### src/rtl/seg_pkg.sv
// Shared constants for the static 7-segment display controller.
// State codes, segment table and blank pattern.
package seg_pkg;

    localparam logic [1:0] BLANK = 2'd0;
    localparam logic [1:0] RUN   = 2'd1;
    localparam logic [1:0] PAUSE = 2'd2;

    localparam logic [7:0] SEG_OFF = 8'hFF;

    // Active-low {dp,g,f,e,d,c,b,a}, dp off, for hex 0..F
    localparam logic [7:0] SEG_CODE [16] = '{
        8'hC0, 8'hF9, 8'hA4, 8'hB0,
        8'h99, 8'h92, 8'h82, 8'hF8,
        8'h80, 8'h90, 8'h88, 8'h83,
        8'hC6, 8'hA1, 8'h86, 8'h8E
    };

endpackage

### src/rtl/seg_decode.sv
// Hex value to active-low 7-segment pattern {g,f,e,d,c,b,a}.
// Purely combinational; the caller registers the result.
module seg_decode
    import seg_pkg::*;
(
    input  logic [3:0] hex,
    output logic [6:0] seg
);

    // table lookup, dp bit dropped
    always_comb begin
        seg = SEG_CODE[hex][6:0];
    end

endmodule

### src/rtl/seg_static_ctrl.sv
// Tick-driven hex counter shown on a common-anode static display.
// All digits share one pattern; dp toggles on every accepted tick.
module seg_static_ctrl
    import seg_pkg::*;
#(
    parameter int DIG_NUM = 6,
    parameter int MAX_VAL = 15
) (
    input  logic               clk,
    input  logic               rst_n,
    input  logic               tick,
    input  logic               en,
    input  logic               up_down,
    input  logic               load,
    input  logic [3:0]         load_val,
    output logic [DIG_NUM-1:0] seg_sel,
    output logic [7:0]         seg_led,
    output logic [3:0]         digit,
    output logic               wrap
);

    localparam logic [3:0] MAXV = 4'(MAX_VAL);

    logic [1:0] state;
    logic       dp_tgl;
    logic [3:0] load_sat;
    logic [3:0] nxt;
    logic       nxt_wrap;
    logic [6:0] seg7;

    // saturate load value and compute the next count with wrap
    always_comb begin
        load_sat = (load_val > MAXV) ? MAXV : load_val;
        nxt      = digit;
        nxt_wrap = 1'b0;
        if (up_down) begin
            if (digit == MAXV) begin
                nxt      = 4'd0;
                nxt_wrap = 1'b1;
            end else begin
                nxt = digit + 4'd1;
            end
        end else begin
            if (digit == 4'd0) begin
                nxt      = MAXV;
                nxt_wrap = 1'b1;
            end else begin
                nxt = digit - 4'd1;
            end
        end
    end

    // control FSM; load beats tick, first tick out of BLANK only starts
    always_ff @(posedge clk or negedge rst_n) begin
        if (!rst_n) begin
            state  <= BLANK;
            digit  <= 4'd0;
            dp_tgl <= 1'b0;
            wrap   <= 1'b0;
        end else begin
            wrap <= 1'b0;
            unique case (state)
                BLANK: begin
                    if (load) begin
                        state <= PAUSE;
                        digit <= load_sat;
                    end else if (tick && en) begin
                        state  <= RUN;
                        dp_tgl <= ~dp_tgl;
                    end
                end
                RUN: begin
                    if (load) begin
                        digit <= load_sat;
                    end else if (!en) begin
                        state <= PAUSE;
                    end else if (tick) begin
                        digit  <= nxt;
                        wrap   <= nxt_wrap;
                        dp_tgl <= ~dp_tgl;
                    end
                end
                PAUSE: begin
                    if (load) begin
                        digit <= load_sat;
                    end else if (en) begin
                        state <= RUN;
                    end
                end
                default: state <= BLANK;
            endcase
        end
    end

    seg_decode u_dec (
        .hex (digit),
        .seg (seg7)
    );

    // register display pins one cycle behind the count
    always_ff @(posedge clk or negedge rst_n) begin
        if (!rst_n) begin
            seg_sel <= '1;
            seg_led <= SEG_OFF;
        end else if (state == BLANK) begin
            seg_sel <= '1;
            seg_led <= SEG_OFF;
        end else begin
            seg_sel <= '0;
            seg_led <= {~dp_tgl, seg7};
        end
    end

endmodule

### config.mk
export PLATFORM = sky130hd
export DESIGN_NAME = seg_static_ctrl
export DESIGN_NICKNAME = d
export VERILOG_FILES = /design/src/rtl/seg_pkg.sv /design/src/rtl/seg_decode.sv /design/src/rtl/seg_static_ctrl.sv
export SDC_FILE = /design/constraint.sdc
export NUM_CORES = 1
export LEC_CHECK = 0
export CORE_MARGIN = 10
export CORE_UTILIZATION = 30
export CTS_CLUSTER_DIAMETER = 40
export CTS_CLUSTER_SIZE = 16
export DETAILED_ROUTE_END_ITERATION = 8
export GPL_TIMING_DRIVEN = 0
export PLACE_DENSITY = 0.59
export RECOVER_POWER = 25
export SLEW_MARGIN = 10
export SYNTH_ARGS = -nofsm -noshare
export SYNTH_HDL_FRONTEND = slang
export SYNTH_SLANG_ARGS = --single-unit
export TNS_END_PERCENT = 30
### constraint.sdc
create_clock -name clk -period 3.47 [get_ports clk]
set_input_delay 0.5205 -clock clk [delete_from_list [all_inputs] [get_ports clk]]
set_output_delay 0.5205 -clock clk [all_outputs]
set_load 0.005 [all_outputs]
==> flow_summary.json <==
{
  "status": "completed",
  "critPathCaptureType": "flip-flop",
  "cts_resized": 0,
  "syn_area_per_cell_sq_um": 9.60,
  "max_stage_delay_ns": 0.64,
  "dp.cells": 187,
  "htree_levels": 1,
  "synthCells": 114,
  "nNetsFinal": 162,
  "ys.flop_type": "dfstp_2",
  "antenna_cells": 0,
  "die_h_microns": 80.4,
  "vias_per_cell": 4.75,
  "holdWs_ns": 0.413,
  "worstHoldPathType": "flip-flop to flip-flop",
  "ctsHoldBuffers": 0,
  "dp_hpwl_mm": 2.04,
  "gr-total-overflow": 0,
  "finClkSkew_ns": 0.000592,
  "synth-edff-count": 0,
  "synth_area_sq_um": 1090,
  "clk_pin_slew_ns": 0.06,
  "cp_max_fo": 8,
  "dieArea_sq_um": 6470,
  "critical_path_class": "input port to flip-flop",
  "grt_pass1_vias": 950,
  "cts_tree": "built",
  "ios": 29,
  "clockRootBuffer": "clkbuf_8",
  "worstPathRequired_ns": 3.59,
  "finalMaxSlewViolations": 0,
  "port_buffers": 27,
  "rows": 21,
  "initial_core_util": 0.318,
  "crit_arrival_ns": 2.08,
  "die_w_microns": 80.4,
  "finalCriticalPeriod_ns": 1.97,
  "routedWlPerCell_microns": 13.8,
  "remaining_drc_errors": 0,
  "ys_ff_latch": 17,
  "fin_tns_setup_ns": 0,
  "fmax_mhz": 509,
  "finalHoldViolCount": 0,
  "instances_no_fill": 191,
  "rsz0062_at_grt": "false",
  "slew_headroom": 0.498,
  "cts_setup_buffers": 0,
  "max-cap-violations": 0,
  "crit_slowest_cell": "dlygate4sd3_1",
  "leakagePower_nw": 0.600,
  "synth_cell_types": 40,
  "coreArea_sq_um": 3440,
  "syn_to_final_growth_pct": 34.1,
  "drive_gt1_frac": 0.179,
  "peakVddDrop_mv": 0.237,
  "clockBufferDepth": 2,
  "synth_area_leaders": "dfstp_2 22%, dfrtp_1 18%, ha_1 6.9%",
  "grt_max_degree": 18,
  "path_cells": "dlygate4sd3_1 -> nor2b_1 -> nand2_1 -> a2111oi_0 -> o21ai_1",
  "synth_top_area_cell": "dfstp_2",
  "grtUsageTotal": 0.0834,
  "final_common_cell": "clkdlybuf4s50_1",
  "mostFrequentLayoutCells": "25 x clkdlybuf4s50_1, 12 x nand2_1, 9 x dfstp_2",
  "ys_seq_area_frac": 0.399,
  "period_share": 0.566,
  "wl_mm": 2.63,
  "cts.sinks": 17,
  "worstMarginPinSlew_ns": 0.750,
  "p_per_area_nw_per_um2": 785,
  "syn-num-nets": 130,
  "clk_latency_ns": 0.24,
  "vias": 908,
  "finalSetupViolCount": 0,
  "gp_congestion": 0.825,
  "drtPass1Iterations": 4,
  "grt_pass1_wl_mm": 4.38,
  "cp-start-kind": "input port",
  "cts_buffers": 3,
  "antenna_found_initial": 0,
  "netlist.area_leader.share": 0.216,
  "drt.antenna.violating_nets": 0,
  "ys_warn_count": 0,
  "async_flop_share": 1.00,
  "drtIter0Drc": 45
}
[per-layer routing]
layer | GRT usage | part of all wire
met1 | 0.0988 | 0.47
met2 | 0.136 | 0.45
met3 | 0.0234 | 0.069
met4 | 0.0370 | 0.011
met5 | 0 | 0
[critical path: cells and delay by family]
family          cells  cell delay, ns
compound gates      2            0.43
buf+inv             1            0.64
simple gates        2            0.49
[through the flow]
stage | instance area (sq um) | util | worst slack [ns] | power [mW]
after global routing | 1470 | 0.426 | 1.31 | 1.25
after global placement | 1420 | 0.413 | 1.27 | 1.00
after detailed placement | 1420 | 0.413 | 1.30 | 1.02
final | 1470 | 0.426 | 1.50 | 1.15
after CTS | 1470 | 0.426 | 1.51 | 1.17
after floorplan | 1090 | - | 1.76 | 0.732
[cell usage after synthesis (2+ instances only)]
cell type   n
a21oi_1     3
and2_1      2
buf_2       3
buf_4       5
dfrtp_1     8
dfstp_2     9
ha_1        6
inv_1       5
mux2i_1     4
nand2_1    12
nand2b_1    5
nor2_1      8
nor2b_1     3
nor3_1      4
nor3b_1     2
o211ai_1    5
o21ai_0     3
o21ai_1     4
o32ai_1     2
[registers in the layout, summed over array words and instances, names as in the netlist]
signal / flops
wrap: 1
seg_led: 8
dp_tgl: 1
digit: 4
state: 2
seg_sel: 1
[power breakdown]
part           leakage (nW)  total [mW]  switching, mW  internal (mW)
clock network        0.0228       0.145         0.0636         0.0812
logic                 0.384       0.620          0.275          0.345
registers             0.193       0.388         0.0716          0.316
[path summary, 6_finish.rpt]
path                       slack [ns]  depth (start not counted)  startpoint          to
min                              0.41                          1      dp_tgl  seg_led[7]
max reg2reg                      1.54                          4    digit[0]        wrap
max in group asynchronous        2.22                          1       rst_n    state[0]
min reg2reg                      0.41                          1      dp_tgl  seg_led[7]
min in group asynchronous        0.78                          1       rst_n    digit[2]
max                              1.50                          5        load    digit[3]
[final cells by class]
cell class              count  area (sq um)
inverters                   5          18.8
multi-input cells          82           572
repair buffers             27           270
clock buffers               4          45.0
well taps                  46          57.6
plain buffers              10          67.6
flip-flops and latches     17           437
fillers                   341          1970
[cells by family after synthesis]
kind of cell               Yosys count  share of synthesized area
adders and majority gates            6                     0.0686
buffers and inverters               15                     0.0789
muxes                                5                     0.0469
xor gates and xnor gates             1                    0.00800
AOI/OAI and AO/OA                   28                      0.199
DFF                                 17                      0.399
and+or+nand+nor                     42                      0.200
(Power assumes the default switching activity.)
==> variant (config.mk and constraints unchanged) <==
Put one more register stage on the output `digit`, with the module's reset. The value now appears one clock later. The other outputs are not delayed to match.
--- a/src/rtl/seg_static_ctrl.sv
+++ b/src/rtl/seg_static_ctrl.sv
@@ -22,4 +22,6 @@
     localparam logic [3:0] MAXV = 4'(MAX_VAL);
 
+    logic [3:0] digit_s0;
+
     logic [1:0] state;
     logic       dp_tgl;
@@ -32,19 +34,19 @@
     always_comb begin
         load_sat = (load_val > MAXV) ? MAXV : load_val;
-        nxt      = digit;
+        nxt      = digit_s0;
         nxt_wrap = 1'b0;
         if (up_down) begin
-            if (digit == MAXV) begin
+            if (digit_s0 == MAXV) begin
                 nxt      = 4'd0;
                 nxt_wrap = 1'b1;
             end else begin
-                nxt = digit + 4'd1;
+                nxt = digit_s0 + 4'd1;
             end
         end else begin
-            if (digit == 4'd0) begin
+            if (digit_s0 == 4'd0) begin
                 nxt      = MAXV;
                 nxt_wrap = 1'b1;
             end else begin
-                nxt = digit - 4'd1;
+                nxt = digit_s0 - 4'd1;
             end
         end
@@ -55,5 +57,5 @@
         if (!rst_n) begin
             state  <= BLANK;
-            digit  <= 4'd0;
+            digit_s0 <= 4'd0;
             dp_tgl <= 1'b0;
             wrap   <= 1'b0;
@@ -64,5 +66,5 @@
                     if (load) begin
                         state <= PAUSE;
-                        digit <= load_sat;
+                        digit_s0 <= load_sat;
                     end else if (tick && en) begin
                         state  <= RUN;
@@ -72,9 +74,9 @@
                 RUN: begin
                     if (load) begin
-                        digit <= load_sat;
+                        digit_s0 <= load_sat;
                     end else if (!en) begin
                         state <= PAUSE;
                     end else if (tick) begin
-                        digit  <= nxt;
+                        digit_s0 <= nxt;
                         wrap   <= nxt_wrap;
                         dp_tgl <= ~dp_tgl;
@@ -83,5 +85,5 @@
                 PAUSE: begin
                     if (load) begin
-                        digit <= load_sat;
+                        digit_s0 <= load_sat;
                     end else if (en) begin
                         state <= RUN;
@@ -94,5 +96,5 @@
 
     seg_decode u_dec (
-        .hex (digit),
+        .hex (digit_s0),
         .seg (seg7)
     );
@@ -112,4 +114,12 @@
     end
 
+    always_ff @(posedge clk or negedge rst_n) begin
+        if (!rst_n) begin
+            digit <= '0;
+        end else begin
+            digit <= digit_s0;
+        end
+    end
+
 endmodule
 
Function: changed (Yosys sat finds a counterexample within 4 cycles, from zero or initial values and one cycle with rst_n low).
==> variant against the unedited design <==
  * Area after synthesis rose by 9.1%
  * Highest routed layer unchanged
  * Critical endpoint is now digit_s0[1]$_DFFE_PN0P_
  * Clock skew rose by 0.0031 ns
  * Sequential cell count rose by 4
  * Sequential power rose by 18%
  * Worst setup slack got worse by 0.013 ns
  * Wire length rose by 3.3%
  * First-iteration DRC count rose by 87%
  * Cell area rose by 7.1%
  * Total power rose by 7.2%
==> variant: results (changes against the unedited design) <==
[grt]
grt_pass1_wl_mm = 4.89  ; was 4.38 mm
met1_usage_pct = 9.88  ; about the same
grt_usage_pct = 8.27  ; was 8.34%
gr-usage-met2_pct = 13.5  ; was 13.6%
met3_usage_pct = 1.56  ; was 2.34%

[timing]
skew_ns = 0.00367  ; was 0.000592 ns
slew_headroom_pct = 41.1  ; was 49.8%

[place]
place_area_sq_um = 1530  ; was 1420 sq um
dp_cells = 193  ; was 187

[routing]
drt-vias-per-instance = 5.02  ; was 4.75
routedWlPerCell_microns = 13.8  ; about the same
drt_iter0_markers = 84  ; was 45
met3_length_microns = 144  ; was 182 microns

[yosys]
synth.yosys.seq_area_share_pct = 44.9  ; was 39.9%
synth_fp_nets = 134  ; was 130
syn_area_per_cell_sq_um = 10.1  ; was 9.60 sq um
synth.area.top_cells = dfrtp_1 (25%), dfstp_2 (20%), ha_1 (6.3%)  ; was dfstp_2 (22%), dfrtp_1 (18%), ha_1 (6.9%)

[pwr]
p_leak_nw = 0.651  ; was 0.600 nW
seqPwrFrac_pct = 37.0  ; was 33.6%
ir_drop_mv = 0.147  ; was 0.237 mV
p_total_mw = 1.24  ; was 1.15 mW
netSwitchingPower_uw = 430  ; was 410 uW

[finish]
seq_share_pct = 34.2  ; was 29.8%
stdcell_area_sq_um = 1570  ; was 1470 sq um
drive_gt1_share_pct = 18.1  ; was 17.9%
nonClkBufAreaFrac_pct = 21.5  ; was 23.0%
clk_share_pct = 2.95  ; was 3.07%
largestRegisters = seg_led (8), digit (4), digit_s0 (4)  ; was seg_led (8), digit (4), state (2)
nets = 166  ; was 162

[clock_network]
insertion_delay_ns = 0.26  ; was 0.24 ns

[outcome]
status = completed  ; unchanged

[floorplanning]
die_area_sq_um = 6910  ; was 6470 sq um

[variant: final timing paths]
path,startpoint,endpoint,slack [ns],cells after the start
setup / recovery,load,digit_s0[1]$_DFFE_PN0P_,1.49,5
hold / removal,digit_s0[2]$_DFFE_PN0P_,digit[2]$_DFF_PN0_,0.41,0
setup reg to reg,digit_s0[0]$_DFFE_PN0P_,digit_s0[1]$_DFFE_PN0P_,1.52,6
hold reg to reg,digit_s0[2]$_DFFE_PN0P_,digit[2]$_DFF_PN0_,0.41,0
max in group asynchronous,rst_n,digit[2]$_DFF_PN0_,2.10,1
min in group asynchronous,rst_n,state[0]$_DFFE_PN0P_,0.82,1
[variant: cell families after synthesis]
group | synth area share, %
buffers and inverters | 7.22
XOR/XNOR | 0.733
AND/OR/NAND/NOR | 18.3
multiplexers | 4.29
AO/OA/AOI/OAI | 18.2
adder cells (fa/ha/maj) | 6.28
flip-flops | 44.9
